===== config.mk =====
export PLATFORM = sky130hd
export DESIGN_NAME = toy_fetch_queue
export DESIGN_NICKNAME = d
export VERILOG_FILES = /design/src/rtl/toy_fetch_queue.sv
export SDC_FILE = /design/constraint.sdc
export NUM_CORES = 1
export LEC_CHECK = 0
export CAP_MARGIN = 30
export CORE_ASPECT_RATIO = 0.9
export CORE_MARGIN = 4
export CORE_UTILIZATION = 45
export DETAILED_ROUTE_END_ITERATION = 7
export DONT_BUFFER_PORTS = 1
export PLACE_DENSITY = 0.58
export SETUP_SLACK_MARGIN = 0.3
export SYNTH_ARGS = -nofsm -noshare
export SYNTH_HDL_FRONTEND = slang
export SYNTH_SLANG_ARGS = --single-unit

===== constraint.sdc =====
create_clock -name CLK -period 3.15 [get_ports CLK]
set_clock_uncertainty 0.05 [all_clocks]
set_input_delay 0.315 -clock CLK [delete_from_list [all_inputs] [get_ports CLK]]
set_output_delay 0.315 -clock CLK [all_outputs]
set_load 0.05 [all_outputs]

===== src/rtl/toy_fetch_queue.sv =====
// ============================================================================
// toy_fetch_queue : sequential instruction fetch with a DEPTH-entry decode queue
// Revision 1.0 : initial release
// ============================================================================
`default_nettype none

module toy_fetch_queue #(
   parameter int unsigned     AW       = 30,
   parameter int unsigned     DEPTH    = 4,
   parameter logic [AW-1:0]   RESET_PC = '0
) (
   input  logic                           CLK,
   input  logic                           RSTN,
   output logic                           IREQ,
   output logic [AW-1:0]                  IADDR,
   input  logic [31:0]                    INSTR,
   input  logic                           REDIRECT,
   input  logic [AW-1:0]                  REDIRECT_PC,
   output logic                           DEQ_VALID,
   input  logic                           DEQ_READY,
   output logic [31:0]                    DEQ_INSTR,
   output logic [AW-1:0]                  DEQ_PC,
   output logic [$clog2(DEPTH+1)-1:0]     COUNT
);

   localparam int unsigned PW      = $clog2(DEPTH);
   localparam int unsigned CW      = $clog2(DEPTH+1);
   localparam logic [CW:0] DEPTH_W = (CW+1)'(DEPTH);

   logic [AW-1:0] fpc_q, fpc_d;
   logic          run_q;
   logic          infl_q, infl_d;
   logic [AW-1:0] ipc_q, ipc_d;
   logic [PW-1:0] rd_q, rd_d;
   logic [PW-1:0] wr_q, wr_d;
   logic [CW-1:0] cnt_q, cnt_d;

   logic [31:0]   instr_mem_q [DEPTH];
   logic [AW-1:0] pc_mem_q    [DEPTH];

   logic credit;
   logic push;
   logic pop;

   always_comb begin
      // Credit counts the in-flight fetch but ignores a same-cycle pop
      credit    = ({1'b0, cnt_q} + {{CW{1'b0}}, infl_q}) < DEPTH_W;
      IREQ      = run_q & ~REDIRECT & credit;
      IADDR     = fpc_q;
      DEQ_VALID = (cnt_q != '0);
      DEQ_INSTR = instr_mem_q[rd_q];
      DEQ_PC    = pc_mem_q[rd_q];
      COUNT     = cnt_q;
      push      = infl_q & ~REDIRECT;
      pop       = DEQ_VALID & DEQ_READY;

      fpc_d  = fpc_q;
      infl_d = infl_q;
      ipc_d  = ipc_q;
      rd_d   = rd_q;
      wr_d   = wr_q;
      cnt_d  = cnt_q;

      if (REDIRECT) begin
         fpc_d  = REDIRECT_PC;
         infl_d = 1'b0;
         rd_d   = '0;
         wr_d   = '0;
         cnt_d  = '0;
      end else begin
         infl_d = IREQ;
         if (IREQ) begin
            ipc_d = fpc_q;
            fpc_d = fpc_q + AW'(1);
         end
         if (push) begin
            wr_d = wr_q + PW'(1);
         end
         if (pop) begin
            rd_d = rd_q + PW'(1);
         end
         if (push && !pop) begin
            cnt_d = cnt_q + CW'(1);
         end else if (pop && !push) begin
            cnt_d = cnt_q - CW'(1);
         end
      end
   end

   always_ff @(posedge CLK or negedge RSTN) begin
      if (!RSTN) begin
         fpc_q  <= RESET_PC;
         run_q  <= 1'b0;
         infl_q <= 1'b0;
         ipc_q  <= '0;
         rd_q   <= '0;
         wr_q   <= '0;
         cnt_q  <= '0;
      end else begin
         fpc_q  <= fpc_d;
         run_q  <= 1'b1;
         infl_q <= infl_d;
         ipc_q  <= ipc_d;
         rd_q   <= rd_d;
         wr_q   <= wr_d;
         cnt_q  <= cnt_d;
      end
   end

   // Payload storage needs no reset: count gates visibility of every entry
   always_ff @(posedge CLK) begin
      if (push) begin
         instr_mem_q[wr_q] <= INSTR;
         pc_mem_q[wr_q]    <= ipc_q;
      end
   end

endmodule

`default_nettype wire


==> summary.md <==
| Metric | Value |
|---|---|
| Status | finished clean |
| Post CTS Setup Buffer Count | 0 |
| Syn Area/Cell | 17.43 µm² |
| CP Capture Type | output pin |
| Yosys Warn Count | 0 |
| Largest net degree at the start of global routing | 70 |
| Sequential element share of the synthesized area | 73.84% |
| Number of synthesized flops with an enable pin | 248 |
| Seq cells post-synth | 317 |
| Critical path arrival | 2.26 ns |
| Share of cells above drive strength 1 | 18.27% |
| Fmax | between 0.3 and 0.4 GHz |
| Global route hottest layer | met2 |
| Setup TNS | 0 ns |
| Yosys cell types | 50 |
| VDD IR max | 624.4 µV |
| Endpoints failing setup | 0 |
| DRC violations left | 0 |
| Most frequent cells in the layout | 248 x edfxtp_1, 117 x nand2_1, 67 x dfrtp_1 |
| Num CTS Buffers | 34 |
| Pre-CTS setup slack | 0.6912 ns |
| Net Count, Synth | 785 |
| Final Hold Vio Count | 0 |
| Chip Height | around 170 µm |
| HP Class | input pin to register |
| Final Routed Wirelength | 27140 µm |
| Drt via density | around 5.6 |
| CP required | between 2 and 3 ns |
| First-pass GRT wire length | ~42000 µm |
| Starting Density | between 40% and 50% |
| Fillers | 2131 |
| Post-route ant nets | 0 |
| CTS tree | done |
| GRT met2 Usage | between 20% and 30% |
| Initial antenna violation count | 2 |
| GRT met3 Usage | between 4 and 5% |
| Power per cell area | 855.5 mW/mm² |
| Die ar. | just over 0.03 mm² |
| Mapped Area | about 0.012 mm² |
| Core area | 0.02710 mm² |
| Fraction of registers with async set/reset | 21.77% |
| CTS clk-pin slew, worst paths | around 0.060 ns |
| Vias | 6689 |
| GPL Wtd Cong | 0.8382 |
| Worst Setup Start Kind | register |
| Minimum clock period | 2.625 ns |
| Mean routed wirelength per cell | between 20 and 25 µm |
| # H-tree levels | 2 |
| CTS sink count | around 320 |
| Critical path class | register to output pin |
| Initial DRC Count | between 400 and 500 |
| RSZ-0062 raised after global routing | no |
| Vias in the first global route | about 7000 |
| Slew headroom | 46.46% |
| Post-synth top flop | edfxtp_1 |
| Lkg Pwr | 5.150 nW |
| PortBufs | 0 |
| CTS max path bufs | 3 |
| Fin nets | 880 |
| Commonest non-fill, non-tap cell in the layout | edfxtp_1 |
| Cells after synthesis | 713 |
| Peak fanout along the critical path | 25 |
| Slew Viols, Final | 0 |
| Synthesis-to-layout area growth | 18.85% |
| Final worst slack | 0.5252 ns |
| Num ports | around 160 |
| Gr usage total | 17.83% |
| Slew at the pin closest to its max-slew limit | ~0.80 ns |
| Clock root cell | clkbuf_16 |
| R2R depth | 7 |
| Die Span X | 183.2 µm |
| GR Overflow Total | 0 |
| Site Rows | 57 |
| Max Cap Viol | 0 |
| Drt first pass iters | 5 |
| GR Util met1 | between 20% and 30% |
| Post-DP HPWL | 16960 µm |
| Tcrit/Tclk final | 83.33% |
| Hold-critical path depth | 3 |
| Worst skew pair latency | 0.50 ns |
-- synth_stat cells (4+ instances only) --
| master | n | share of area, % |
|---|---|---|
| nor3_1 | 5 | 0.20 |
| nand2_1 | 117 | 3.5 |
| nor2_1 | 18 | 0.54 |
| o211ai_1 | 5 | 0.30 |
| or4_1 | 4 | 0.24 |
| mux2i_1 | 4 | 0.32 |
| dfrtp_1 | 69 | 14 |
| inv_1 | 7 | 0.21 |
| a221o_1 | 6 | 0.48 |
| or3_1 | 4 | 0.20 |
| buf_2 | 14 | 0.56 |
| o311ai_0 | 8 | 0.56 |
| nand3_1 | 20 | 0.81 |
| ha_1 | 5 | 0.50 |
| nand4_1 | 12 | 0.60 |
| a22oi_1 | 5 | 0.30 |
| clkbuf_1 | 12 | 0.36 |
| o21ai_0 | 16 | 0.64 |
| edfxtp_1 | 248 | 60 |
| xnor2_1 | 5 | 0.35 |
| nor2b_1 | 8 | 0.40 |
| nand3b_1 | 4 | 0.24 |
| a21oi_1 | 5 | 0.20 |
| and2_1 | 5 | 0.25 |
| buf_1 | 5 | 0.15 |
| mux4_2 | 62 | 11 |
-- cell type report --
class / instances / area (µm²) / share of cell area (%)
well taps: 354 / 442.9 / 2.999
diodes: 2 / 5.005 / 0.03389
clock buffers: 47 / 950.9 / 6.440
inverters: 8 / 30.03 / 0.2034
repair buffers: 92 / 945.9 / 6.406
multi-input cells: 355 / 3074 / 20.82
flip-flops and latches: 317 / 9181 / 62.18
clock inverters: 13 / 136.4 / 0.9236
-- per-stage QoR --
stage	cells	hold slack, ns	total power (W)	instance area, µm²	utilization [%]
floorplan	713	-0.03059	0.008198	12420	-
global placement	1060	-0.02824	0.008719	12990	47.92
detailed placement	1060	-0.02825	0.008794	12990	47.92
CTS	1186	0.005569	0.01278	14760	54.47
global route	1188	0.04202	0.01319	14770	54.49
finish	1188	0.03093	0.01263	14770	54.49
-- what timing repair did --
item | in CTS | in global routing
hold buffers | 66 | 0
resized for setup | 0 | 0
endpoints found under the setup margin | 0 | 0
endpoints found under the hold margin | 234 | 0
-- cell families after synthesis --
| group | share of synthesized area (%) |
|---|---|
| other | 0.03018 |
| buffers and inverters | 1.501 |
| muxes | 11.56 |
| and+or+nand+nor | 8.590 |
| adders and majority gates | 0.6647 |
| xor gates and xnor gates | 0.5640 |
| AOI/OAI and AO/OA | 3.253 |
| DFF | 73.84 |
-- routing by layer --
layer / up-vias / share of wire (%)
li1: 2971 / -
met1: 3433 / 42
met2: 250 / 49
met3: 35 / 7.4
met4: 0 / 1.5
met5: - / 0
-- final timing paths --
check,endpoint,from,slack [ns]
setup / recovery,DEQ_PC[14],rd_q[0],0.53
hold / removal,IADDR[8],REDIRECT,0.03
setup reg to reg,IADDR[21],COUNT[2],0.67
hold reg to reg,pc_mem_q[1][5],ipc_q[5],0.47
max in group asynchronous,rd_q[1],RSTN,2.37
min in group asynchronous,IADDR[0],RSTN,0.38
-- sequential cells by signal, indices dropped and copies added, names as in the netlist --
signal	cells
COUNT	3
infl_q	1
ipc_q	30
instr_mem_q	128
IADDR	30
pc_mem_q	120
run_q	1
wr_q	2
rd_q	2
-- power breakdown --
group,switching (W),internal (W)
Combinational,0.00211,0.000930
Sequential,0.000676,0.00506
Clock,0.00151,0.00235
-- critical path, stage by stage (launching register included) --
cell and delay [ns]:
dfrtp_4 0.72, buf_12 0.29, mux4_2 0.72
Note: power is estimated with default switching activity, not from simulation.
